<file path="src/rtl/seq_multiplier_pkg.sv">
// Shared multiplier definitions: controller state encoding and the fixed
// latency the execute state machine uses to schedule exec2.
package seq_multiplier_pkg;

  // Operand width used by the ALU datapath.
  localparam int unsigned MUL_WIDTH = 16;

  // Cycles from the start edge to the completion edge; one iteration per bit.
  localparam int unsigned MUL_LATENCY = MUL_WIDTH;

  typedef enum logic [1:0] {
    MUL_IDLE = 2'd0,
    MUL_RUN  = 2'd1,
    MUL_DONE = 2'd2
  } mul_state_e;

endpackage

</file>
<file path="src/rtl/seq_multiplier_if.sv">
// Request/result bundle between the ALU and the iterative multiplier.
interface seq_multiplier_if
  import seq_multiplier_pkg::*;
#(
  parameter int unsigned WIDTH = MUL_WIDTH
);
  logic                 start;
  logic [WIDTH-1:0]     mul1;
  logic [WIDTH-1:0]     mul2;
  logic                 busy;
  logic                 done;
  logic [2*WIDTH-1:0]   mulresult;

  // ALU side issues operands and watches for completion.
  modport master (
    output start, mul1, mul2,
    input  busy, done, mulresult
  );

  // Multiplier side.
  modport slave (
    input  start, mul1, mul2,
    output busy, done, mulresult
  );
endinterface

</file>
<file path="src/rtl/seq_multiplier.sv">
// Radix-2 shift-add unsigned multiplier with a fixed WIDTH-cycle latency.
// The partial product lives in prod_q; mulresult_q only changes on the
// completion edge, so partial sums are never visible on the output.
module seq_multiplier
  import seq_multiplier_pkg::*;
#(
  parameter int unsigned WIDTH = MUL_WIDTH
) (
  input logic             clk,
  input logic             rst,
  seq_multiplier_if.slave bus
);

  localparam int unsigned CNT_W = (WIDTH > 1) ? $clog2(WIDTH) : 1;
  localparam logic [CNT_W-1:0] CNT_LAST = CNT_W'(WIDTH - 1);

  mul_state_e           state_q, state_d;
  logic [WIDTH-1:0]     mcand_q, mcand_d;
  logic [2*WIDTH-1:0]   prod_q, prod_d;
  logic [CNT_W-1:0]     cnt_q, cnt_d;
  logic [2*WIDTH-1:0]   mulresult_q, mulresult_d;

  logic [WIDTH:0]       sum;
  logic [2*WIDTH-1:0]   prod_next;

  // One iteration: conditional add into the upper half with carry kept,
  // then shift {carry, upper, lower} right by one.
  always_comb begin
    sum       = {1'b0, prod_q[2*WIDTH-1:WIDTH]}
              + (prod_q[0] ? {1'b0, mcand_q} : {(WIDTH+1){1'b0}});
    prod_next = {sum, prod_q[WIDTH-1:1]};
  end

  // Next-state and datapath update for the IDLE/RUN/DONE controller.
  always_comb begin
    state_d     = state_q;
    mcand_d     = mcand_q;
    prod_d      = prod_q;
    cnt_d       = cnt_q;
    mulresult_d = mulresult_q;
    unique case (state_q)
      MUL_IDLE, MUL_DONE: begin
        if (bus.start) begin
          mcand_d = bus.mul1;
          prod_d  = {{WIDTH{1'b0}}, bus.mul2};
          cnt_d   = '0;
          state_d = MUL_RUN;
        end else begin
          state_d = MUL_IDLE;
        end
      end
      MUL_RUN: begin
        prod_d = prod_next;
        cnt_d  = cnt_q + CNT_W'(1);
        if (cnt_q == CNT_LAST) begin
          mulresult_d = prod_next;
          state_d     = MUL_DONE;
        end
      end
      default: state_d = MUL_IDLE;
    endcase
  end

  // State and datapath registers; reset aborts any operation in flight.
  always_ff @(posedge clk or posedge rst) begin
    if (rst) begin
      state_q     <= MUL_IDLE;
      mcand_q     <= '0;
      prod_q      <= '0;
      cnt_q       <= '0;
      mulresult_q <= '0;
    end else begin
      state_q     <= state_d;
      mcand_q     <= mcand_d;
      prod_q      <= prod_d;
      cnt_q       <= cnt_d;
      mulresult_q <= mulresult_d;
    end
  end

  // Status outputs decode directly from the registered state.
  always_comb begin
    bus.busy      = (state_q == MUL_RUN);
    bus.done      = (state_q == MUL_DONE);
    bus.mulresult = mulresult_q;
  end

endmodule

</file>
<file path="src/flat_wrapper.sv">
// flat-port wrapper written by rule: the top's interface ports become plain ports
module seq_multiplier_flat import seq_multiplier_pkg::*;
#(
  parameter int unsigned WIDTH = MUL_WIDTH
)
  (clk, rst, bus_start, bus_mul1, bus_mul2, bus_busy, bus_done, bus_mulresult);
  seq_multiplier_if #(.WIDTH(WIDTH)) bus_i ();
  input logic clk;
  input logic rst;
  input wire logic [$bits(bus_i.start)-1:0] bus_start;
  input wire logic [$bits(bus_i.mul1)-1:0] bus_mul1;
  input wire logic [$bits(bus_i.mul2)-1:0] bus_mul2;
  output wire logic [$bits(bus_i.busy)-1:0] bus_busy;
  output wire logic [$bits(bus_i.done)-1:0] bus_done;
  output wire logic [$bits(bus_i.mulresult)-1:0] bus_mulresult;
  assign bus_i.start = bus_start;
  assign bus_i.mul1 = bus_mul1;
  assign bus_i.mul2 = bus_mul2;
  assign bus_busy = bus_i.busy;
  assign bus_done = bus_i.done;
  assign bus_mulresult = bus_i.mulresult;
  seq_multiplier #(.WIDTH(WIDTH)) u_core (.clk(clk), .rst(rst), .bus(bus_i));
endmodule
</file>
<file path="config.mk">
export PLATFORM = sky130hd
export DESIGN_NAME = seq_multiplier_flat
export DESIGN_NICKNAME = d
export VERILOG_FILES = /design/src/rtl/seq_multiplier_pkg.sv /design/src/rtl/seq_multiplier_if.sv /design/src/rtl/seq_multiplier.sv /design/src/flat_wrapper.sv
export SDC_FILE = /design/constraint.sdc
export NUM_CORES = 1
export LEC_CHECK = 0
export ABC_AREA = 1
export CORE_MARGIN = 2
export CORE_UTILIZATION = 54
export DETAILED_ROUTE_END_ITERATION = 7
export PLACE_DENSITY = 0.8
export SLEW_MARGIN = 10
export SYNTH_ARGS = -nofsm -noshare
export SYNTH_HDL_FRONTEND = slang
export SYNTH_SLANG_ARGS = --single-unit
</file>
<file path="constraint.sdc">
create_clock -name clk -period 3.6 [get_ports clk]
set_clock_uncertainty 0.15 [all_clocks]
set_input_delay 0.54 -clock clk [delete_from_list [all_inputs] [get_ports clk]]
set_output_delay 0.54 -clock clk [all_outputs]
set_load 0.02 [all_outputs]
</file>
-- Word level (Yosys, flattened, before mapping)
Cells that the tools add are included.
- bitwise logic cells: 0
- $mul: 0
- add/sub/neg operators: 2
- muxes and demuxes: 8
- order comparisons: 0
- reductions and logical operators: 6
- equality and inequality tests: 5
- shift operators: 0
- divide/modulo/power cells: 0
- operator list (operator ; count):
    case mux 32 bit (2 select lines) ; 1
    2-to-1 mux 32 bit ; 1
    adder 16 x 17 -> 17 bit ; 1
    2-to-1 mux 16 bit ; 1
    case mux 4 bit (2 select lines) ; 1
    AND reduction 2 bit ; 3
    adder 4 x 1 -> 4 bit (second input constant) ; 1
    equality test 4 bit (second input constant) ; 1
    2-to-1 mux 4 bit ; 1
    case mux 2 bit (2 select lines) ; 1
    equality test 2 x 1 -> 1 bit (second input constant) ; 1
    equality test 2 bit (second input constant) ; 1
    zero test 2 bit ; 1
    2-to-1 mux 2 bit ; 1
    != test 2 x 1 -> 1 bit (second input constant) ; 1
    != test 2 bit (second input constant) ; 1
    nonzero test 2 bit ; 1
    OR reduction 2 bit ; 1
    2-to-1 mux 1 bit ; 1
- memories: 0
- output and inout port bits: 34
- flip-flop bits (word level): 86
- input bits: 35
- bits in writable memories: 0
- logic and storage cells: 26
- bits in read-only memories: 0
- latch bits: 0

-- Longest topological paths before layout
Gate-level depths: netlist (run 1).
- word-level depth: 4
- mapped depth: 15
- depth with buffers taken out: 13

-- Least setup slack after synthesis (run 1)
Ideal clock, no wire load.
- kind: reg-to-reg
- start: register u_core.prod_q[0]
- end: register u_core.prod_q[21]
- arrival: 2.051 ns
- required time: 3.330 ns
- path slack: 1.280 ns
- cell stages (with the launch flop): 14
- setup time: 0.120 ns
- path buffers: 2
- period minus slack after synthesis: 2.320 ns
- path through: dfrtp_1 > clkbuf_1 > clkbuf_1 > nand2_1 > inv_1 > ha_1 > fa_1 > nand2_1 > nand2_1 > nand3b_1 > nand2_1 > or2_2 > nand3_1 > nand2_1
- word-level cells in the longest chain between the ends: 3
- RTL lines (what ; RTL line ; source):
    from (decl) ; seq_multiplier.sv:19 ; logic [2*WIDTH-1:0] prod_q, prod_d;
    from (signal assigned) ; seq_multiplier.sv:75 ; prod_q <= prod_d;
    2-to-1 mux 16 bit ; seq_multiplier.sv:30 ; + (prod_q[0] ? {1'b0, mcand_q} : {(WIDTH+1){1'b0}});
    adder 16 x 17 -> 17 bit ; seq_multiplier.sv:30 ;
    case mux 32 bit (2 select lines) ; seq_multiplier.sv:41 ; unique case (state_q)
Every way passes these cells.
A chain may end at the register's enable or synchronous reset.

-- Worst setup path after layout (run 1)
- start: register u_core.state_q[0]
- end: output port bus_busy
- word-level cells in the longest chain between the ends: 1
- RTL lines (what ; RTL line ; source):
    from (decl) ; seq_multiplier.sv:17 ; mul_state_e state_q, state_d;
    from (signal assigned) ; seq_multiplier.sv:73 ; state_q <= state_d;
    equality test 2 x 1 -> 1 bit ; seq_multiplier.sv:83 ; bus.busy = (state_q == MUL_RUN);
    to (decl) ; flat_wrapper.sv:13 ; output wire logic [$bits(bus_i.busy)-1:0] bus_busy;
Every way passes these cells.

==> impl_metrics.csv, run 1 <==
group,metric,value,unit
clock_tree,clockBufferDepth,2,
layout,fillCellCount,703,
floorplan,io_pins,69,
worst_setup_path,rrSetupSlack,1.16,ns
power_and_ir_drop,p_leak,2.84,nW
logic_synthesis,postSynthNetCount,583,
place,dp.final_hpwl,7120,µm
sta,whs,0.331,ns
global_routing,grt_pass1_wl,17100,µm
route,via_per_inst,5.20,
sta,relSlewSlack,0.447,
worst_setup_path,start_kind,"flop",
global_routing,grt_max_degree,48,
route,wl_per_cell,14.2,µm
floorplan,dieArea,8990,µm²
layout,seqCellArea,2150,µm²
hold_path,holdPathEnd,"u_core.bus.mulresult[30]",
layout,final_cell_mix,"183 x nand2_1, 86 x dfrtp_1, 70 x inv_1",
global_routing,grtUsageTotal,0.243,
sta,max_clock_freq,387,MHz
layout,multi_input_area,1900,µm²
route,drt_iter0_markers,216,
worst_setup_path,worst-path-max-fanout,17,
layout,finish.utilization,0.667,
worst_setup_path,required,2.91,ns
sta,period_needed,2.59,ns
clock_tree,cts_resized,0,
power_and_ir_drop,power.density,953,nW/µm²
worst_setup_path,r2r_end,"u_core.prod_q[21]",
worst_setup_path,r2r-start,"u_core.prod_q[0]",
global_routing,antenna_found_initial,0,
global_routing,grt_pass1_vias,3708,
sta,hold_viol_final,0,
worst_setup_path,reg2reg_depth,11,
floorplan,fp-row-count,33,
global_routing,grtUsageMet3,0.0367,
clock_tree,cts_sinks,86,
layout,insertedDiodeCount,0,
global_routing,use_met2,0.426,
logic_synthesis,synth-seq-cells,86,
sta,rsz0062_at_grt,"no",
floorplan,dieHeight,94.8,µm
hold_path,min-delay-path-class,"reg2reg",
clock_tree,clk-insertion-delay-late,0.36,ns
logic_synthesis,yosysWarnings,0,
layout,final_area,5400,µm²
worst_setup_path,crit_arrival,1.90,ns
logic_synthesis,synth_area_leaders,"dfrtp_1 48%, nand2_1 15%, inv_1 6.0%",
route,drc,0,
layout,drive_gt1_frac,0.0932,
sta,final_max_slew_viol_count,0,
route,antenna_left,0,
worst_setup_path,criticalPathCategory,"reg2out",
global_routing,grt-ovfl-total,0,
logic_synthesis,synth-seq-area-share,0.483,
clock_tree,hold_buffers,0,
global_routing,use_met1,0.303,
logic_synthesis,synth_largest_area_cell,"dfrtp_1",
run_status,status,"completed",
logic_synthesis,synth_top_area_frac,0.483,
logic_synthesis,yosysUniqueCellTypes,32,
sta,worst_slew_pin_slew,0.828,ns
layout,mostFrequentLayoutCell,"nand2_1",
hold_path,hold_start,"u_core.bus.mulresult[30]",
logic_synthesis,async_flop_share,1.00,
power_and_ir_drop,max-vdd-ir-drop,0.000501,V
clock_tree,cts_buffers,9,
logic_synthesis,avgSynthCellArea,8.41,µm²
clock_tree,post-cts-setup-buffers,0,
clock_tree,clkSlewWorstSetupHoldPaths,0.09,ns
logic_synthesis,synth_enable_flop_cells,0,
place,gp_congestion,0.931,
clock_tree,cts_tree,"yes",
floorplan,initial_core_util,0.551,
logic_synthesis,synth_cells,530,
layout,final_nets,649,
global_routing,top_usage_layer,"met2",
place,dpl-instance-area,5190,µm²
clock_tree,root_buffer,"clkbuf_8",
floorplan,fp.coreArea,8090,µm²
route,vias,3673,
worst_setup_path,crit_path_end_kind,"output port",
layout,area_growth,21.1,%
logic_synthesis,yosys_most_used_dff,"dfrtp_1",
logic_synthesis,synthesis.area,4460,µm²
sta,setup_tns,0,ns
flow_run,maxCapViolCount,0,
clock_tree,htreeDepth,3,
route,wl,9990,µm
hold_path,hold_path_depth,2,
route,dr.pass1.iters,5,
place,numPortBuffers,68,
sta,fin_crit_sh,0.718,
sta,setup_viol,0,
floorplan,dieWidth,94.8,µm
[cells by family after synthesis]
kind of cell / after synthesis / synth area share
multiplexers: 16 / 0.0404
AO/OA/AOI/OAI: 51 / 0.0792
adder cells (fa/ha/maj): 18 / 0.0522
buffers and inverters: 94 / 0.0910
flip-flops: 86 / 0.483
XOR/XNOR: 4 / 0.00786
AND/OR/NAND/NOR: 261 / 0.246
[report_power, final]
group,internal [mW],leakage (nW),switching (mW),total (mW)
combinational,1.13,1.69,1.59,2.72
clock,0.362,0.107,0.349,0.711
sequential,1.44,1.04,0.274,1.71
[state kept, by name, indices dropped and copies added (netlist names)]
signal,count
u_core.prod_q,32
u_core.cnt_q,4
u_core.state_q,2
u_core.mcand_q,16
u_core.bus.mulresult,32
[worst max path at each step]
| stage | from | to | slack (ns) |
|---|---|---|---|
| CTS | u_core.state_q[0] | bus_busy | 1.02 |
| global placement | u_core.prod_q[0] | u_core.bus.mulresult[23] | 1.23 |
| finish | u_core.state_q[0] | bus_busy | 1.01 |
| detailed placement | u_core.prod_q[0] | u_core.prod_q[31] | 1.17 |
| global route | u_core.prod_q[0] | u_core.prod_q[23] | 0.94 |
| floorplan | rst | u_core.bus.mulresult[0] | 0.69 |
[Yosys cell counts (6+ instances only)]
cell and instances:
o21ai_0 7, nand2_1 183, clkbuf_1 7, a21oi_1 11, mux2_2 16, nand3_1 44
o221ai_1 14, inv_1 71, nor2_1 15, buf_2 6, ha_1 17, dfrtp_1 86
buf_6 6
[layer usage]
layer,up-vias,wire [µm]
li1,1823,-
met1,1741,4310
met2,93,5060
met3,16,433
met4,0,190
met5,-,0
[layout make-up]
| cell class | count | share of cell area |
|---|---|---|
| timing repair buffer | 74 | 0.134 |
| clock inverter | 4 | 0.00974 |
| clock buffer | 12 | 0.0287 |
| multi-input combinational | 350 | 0.352 |
| inverter | 75 | 0.0524 |
| sequential | 86 | 0.399 |
| tap | 105 | 0.0243 |
[critical path, stage by stage, from the launching register on]
cell	delay (ns)
dfrtp_1	0.37
inv_2	0.15
nor2_4	0.32
clkdlybuf4s50_1	0.69
[through the flow]
stage,worst slack (ns),power [mW],instances
2_1_floorplan,0.688,3.63,530
3_3_place_gp,1.23,4.34,690
3_5_place_dp,1.17,4.45,690
4_1_cts,1.02,5.18,706
5_1_grt,0.944,5.61,706
6_report,1.01,5.14,706
No activity file was read; power rests on OpenSTA's default activity.
==> run 2, diff against run 1 <==
==> constraint.sdc (replaced) <==
create_clock -name clk -period 2.7 [get_ports clk]
set_clock_uncertainty 0.15 [all_clocks]
set_input_delay 0.405 -clock clk [delete_from_list [all_inputs] [get_ports clk]]
set_output_delay 0.405 -clock clk [all_outputs]
set_load 0.02 [all_outputs]
==> impl_metrics.csv, run 2 (synthesis gave the netlist of run 1 again) <==
group,metric,value,unit
run_status,status,"completed",
sta,fin_crit_sh,0.921,
clock_tree,clkSlewWorstSetupHoldPaths,0.09,ns
clock_tree,htreeDepth,3,
route,dr.pass1.iters,4,
power_and_ir_drop,p_leak,2.85,nW
power_and_ir_drop,power.density,1260,nW/µm²
floorplan,initial_core_util,0.551,
worst_setup_path,cpMaxStageDelayCell,"dfrtp_1",
clock_tree,cts_buffers,9,
clock_tree,cts_tree,"yes",
layout,drive_gt1_frac,0.0978,
worst_setup_path,crit_arrival,2.59,ns
global_routing,grt_pass1_wl,16500,µm
clock_tree,clockBufferDepth,2,
floorplan,fp.coreArea,8090,µm²
layout,layout.cells.non_filler,708,
floorplan,dieHeight,94.8,µm
clock_tree,hold_buffers,0,
layout,area_growth,22.2,%
worst_setup_path,worst-path-max-fanout,17,
clock_tree,cts_resized,0,
hold_path,min-delay-path-class,"in2async",
place,dp.final_hpwl,7130,µm
clock_tree,post-cts-setup-buffers,0,
global_routing,grt_max_degree,36,
layout,final_nets,652,
worst_setup_path,crit_path_max_incr_delay,0.62,ns
worst_setup_path,start_kind,"flop",
clock_tree,cts_sinks,86,
route,drt_iter0_markers,164,
sta,whs,0.301,ns
worst_setup_path,required,2.80,ns
sta,setup_viol,0,
worst_setup_path,path_common_cell,"nand2_1",
layout,mostFrequentLayoutCell,"nand2_1",
route,antenna_left,0,
sta,final_max_slew_viol_count,0,
floorplan,dieWidth,94.8,µm
sta,rsz0062_at_grt,"no",
worst_setup_path,crit_path_end_kind,"flop",
worst_setup_path,cp_cell_sequence,"nand2_1, inv_1, ha_1, fa_1, nand2_1, nand2_1, nand3b_1, nand2_1, or2_2, nand3_1, nand2_1",
global_routing,antenna_found_initial,0,
sta,hold_viol_final,0,
place,dp.cells,693,
sta,period_needed,2.49,ns
sta,max_clock_freq,402,MHz
place,numPortBuffers,68,
layout,insertedDiodeCount,0,
clock_tree,clk-insertion-delay-late,0.36,ns
worst_setup_path,criticalPathCategory,"reg2reg",
route,vias,3758,
worst_setup_path,critPathBufInv,1,
layout,final_cell_mix,"183 x nand2_1, 86 x dfrtp_1, 70 x inv_1",
sta,relSlewSlack,0.591,
route,via_per_inst,5.31,
layout,finish.utilization,0.673,
route,drc,0,
global_routing,grtUsageTotal,0.236,
worst_setup_path,path_delay_family,"simple AND/OR/NAND/NOR gates",
global_routing,grt_pass1_vias,3676,
global_routing,grt-ovfl-total,0,
clock_tree,root_buffer,"clkbuf_8",
power_and_ir_drop,max-vdd-ir-drop,0.000541,V
route,wl,9790,µm
sta,setup_tns,0,ns
place,gp_congestion,0.915,
floorplan,io_pins,69,
floorplan,fp-row-count,33,
flow_run,maxCapViolCount,0,
sta,worst_slew_pin_slew,0.613,ns
route,wl_per_cell,13.8,µm
power_and_ir_drop,p_total,6.88,mW
floorplan,dieArea,8990,µm²
-- run 2: layout make-up --
| class | count | area, µm² |
|---|---|---|
| clock buffers | 11 | 151 |
| multi-input cells | 350 | 1900 |
| repair buffers | 77 | 773 |
| clock inverters | 4 | 55.1 |
| well taps | 105 | 131 |
| inverters | 75 | 285 |
| flip-flops and latches | 86 | 2150 |
| fillers | 673 | 2650 |
-- run 2: worst reg2reg max path, delay by kind of cell, from the launching register on --
kind / cells / cell delay [ns]
adder cells (fa/ha/maj): 2 / 0.62
flip-flops: 1 / 0.62
buffers and inverters: 1 / 0.06
AND/OR/NAND/NOR: 8 / 0.94
-- run 2: per-layer routing --
metal / vias to the layer above / global-route usage / routed length, µm
met3: 23 / 0.0463 / 562
met2: 127 / 0.394 / 4830
met5: - / 0 / 0
met1: 1782 / 0.302 / 4170
met4: 0 / 0.0990 / 233
li1: 1826 / - / -
-- run 2: stage by stage --
stage	setup WS (ns)	instance area [µm²]
2_1_floorplan	0.380	4460
3_3_place_gp	0.352	5240
3_5_place_dp	0.238	5240
4_1_cts	0.221	5450
5_1_grt	0.0406	5450
6_report	0.214	5450
-- run 2: final timing paths --
kind | slack, ns | startpoint | cells past startpoint | to
min in group clk | 0.33 | u_core.bus.mulresult[16] | 2 | u_core.bus.mulresult[16]
max reg2reg | 0.21 | u_core.prod_q[0] | 11 | u_core.bus.mulresult[21]
max in group asynchronous | 1.52 | rst | 3 | u_core.mcand_q[14]
min reg2reg | 0.33 | u_core.bus.mulresult[16] | 2 | u_core.bus.mulresult[16]
min | 0.30 | rst | 2 | u_core.prod_q[5]
max | 0.21 | u_core.prod_q[0] | 11 | u_core.bus.mulresult[21]
-- run 2: power breakdown --
group	switching [mW]	internal, mW
Sequential	0.362	1.92
Combinational	2.13	1.52
Clock	0.462	0.478
Total	2.96	3.92
==> run 3, diff against run 2 <==
==> constraint.sdc (replaced) <==
create_clock -name clk -period 2.7 [get_ports clk]
set_clock_uncertainty 0.15 [all_clocks]
set_input_delay 0.405 -clock clk [delete_from_list [all_inputs] [get_ports clk]]
set_output_delay 0.405 -clock clk [all_outputs]
set_load 0.05 [all_outputs]
==> impl_metrics.csv, run 3 (synthesis gave the netlist of run 1 again) <==
group,metric,value,unit
sta,setup_viol,0,
clock_tree,cts_resized,0,
sta,period_needed,2.50,ns
sta,max_clock_freq,401,MHz
global_routing,grtUsageTotal,0.236,
floorplan,initial_core_util,0.551,
route,wl_per_cell,13.8,µm
floorplan,fp-row-count,33,
layout,final_area,5450,µm²
floorplan,dieHeight,94.8,µm
sta,rsz0062_at_grt,"no",
sta,final_max_slew_viol_count,0,
worst_setup_path,r2r_end,"u_core.bus.mulresult[21]",
clock_tree,cts_buffers,9,
worst_setup_path,criticalPathCategory,"reg2reg",
floorplan,io_pins,69,
layout,area_growth,22.3,%
route,drt_iter0_markers,149,
power_and_ir_drop,p_total,7.38,mW
layout,final_nets,652,
route,wl,9790,µm
global_routing,antenna_found_initial,0,
global_routing,grt_max_degree,36,
route,vias,3740,
route,dr.pass1.iters,4,
worst_setup_path,r2r-start,"u_core.prod_q[0]",
clock_tree,hold_buffers,0,
worst_setup_path,start_kind,"flop",
place,post-place-ws,0.238,ns
layout,final_cell_mix,"183 x nand2_1, 86 x dfrtp_1, 70 x inv_1",
route,via_per_inst,5.28,
place,gp_congestion,0.915,
worst_setup_path,crit_arrival,2.59,ns
sta,relSlewSlack,0.590,
clock_tree,htreeDepth,3,
global_routing,grt_pass1_vias,3676,
global_routing,grt_pass1_wl,16500,µm
flow_run,maxCapViolCount,0,
clock_tree,clkSlewWorstSetupHoldPaths,0.09,ns
route,drc,0,
layout,drive_gt1_frac,0.0978,
layout,fillCellCount,672,
clock_tree,root_buffer,"clkbuf_8",
layout,mostFrequentLayoutCell,"nand2_1",
run_status,status,"completed",
power_and_ir_drop,power.density,1350,nW/µm²
clock_tree,clk-insertion-delay-late,0.36,ns
place,numPortBuffers,68,
sta,whs,0.303,ns
clock_tree,cts_tree,"yes",
power_and_ir_drop,p_leak,2.86,nW
worst_setup_path,startpoint,"u_core.prod_q[0]",
floorplan,dieWidth,94.8,µm
route,antenna_left,0,
sta,hold_viol_final,0,
power_and_ir_drop,max-vdd-ir-drop,0.000551,V
place,dp.final_hpwl,7130,µm
layout,seqCellArea,2150,µm²
clock_tree,cts_sinks,86,
sta,fin_crit_sh,0.924,
worst_setup_path,reg2reg_depth,11,
clock_tree,post-cts-setup-buffers,0,
clock_tree,clockBufferDepth,2,
worst_setup_path,rrSetupSlack,0.20,ns
worst_setup_path,worst-path-max-fanout,17,
global_routing,grt-ovfl-total,0,
sta,setup_tns,0,ns
place,dpl-instance-area,5240,µm²
floorplan,dieArea,8990,µm²
sta,worst_slew_pin_slew,0.614,ns
worst_setup_path,crit_path_end_kind,"flop",
hold_path,min-delay-path-class,"in2async",
layout,multi_input_area,1900,µm²
sta,setup_ws,0.204,ns
floorplan,fp.coreArea,8090,µm²
layout,insertedDiodeCount,0,
worst_setup_path,required,2.80,ns
worst_setup_path,crit_end,"u_core.bus.mulresult[21]",
## run 3: cell count changes in the layout (fill, tap and decap cells not counted), sizes merged
cell | before | now
dlymetal6s2s | 0 | 1
clkdlybuf4s50 | 68 | 67
## run 3: through the flow
step	std cells	utilization
4_1_cts	708	0.673
2_1_floorplan	530	-
6_report	708	0.673
5_1_grt	708	0.673
3_3_place_gp	693	0.647
3_5_place_dp	693	0.647
## run 3: cell type report
type	instances	share of cell area
Inverter	75	0.0524
Timing Repair Buffer	77	0.142
Sequential cell	86	0.395
Clock inverter	4	0.0101
Tap cell	105	0.0241
Multi-Input combinational cell	350	0.348
Clock buffer	11	0.0278
## run 3: where the power goes
| group | total (mW) | switching, mW | internal, mW |
|---|---|---|---|
| logic | 4.16 | 2.64 | 1.52 |
| registers | 2.28 | 0.362 | 1.92 |
| clock network | 0.936 | 0.458 | 0.478 |
## run 3: worst min path at each step
stage	endpoint	slack [ns]	from	depth (start not counted)
floorplan	u_core.prod_q[31]	0.31	u_core.prod_q[31]	2
global route	u_core.prod_q[5]	0.36	rst	2
CTS	u_core.prod_q[5]	0.32	rst	2
detailed placement	u_core.bus.mulresult[16]	0.31	u_core.bus.mulresult[16]	2
finish	u_core.prod_q[5]	0.30	rst	2
global placement	u_core.bus.mulresult[15]	0.31	u_core.bus.mulresult[15]	2
## run 3: routing by layer
metal,track usage,up-vias,share of wire
li1,-,1824,-
met1,0.302,1774,0.43
met2,0.394,120,0.49
met3,0.0463,22,0.056
met4,0.0990,0,0.022
met5,0,-,0
## run 3: worst max-delay path: stages (launching register included)
cell and delay [ns]:
dfrtp_1 0.61, nand2_1 0.15, inv_1 0.06, ha_1 0.21, fa_1 0.41, nand2_1 0.10
nand2_1 0.07, nand3b_1 0.09, nand2_1 0.11, or2_2 0.30, nand3_1 0.07, nand2_1 0.06
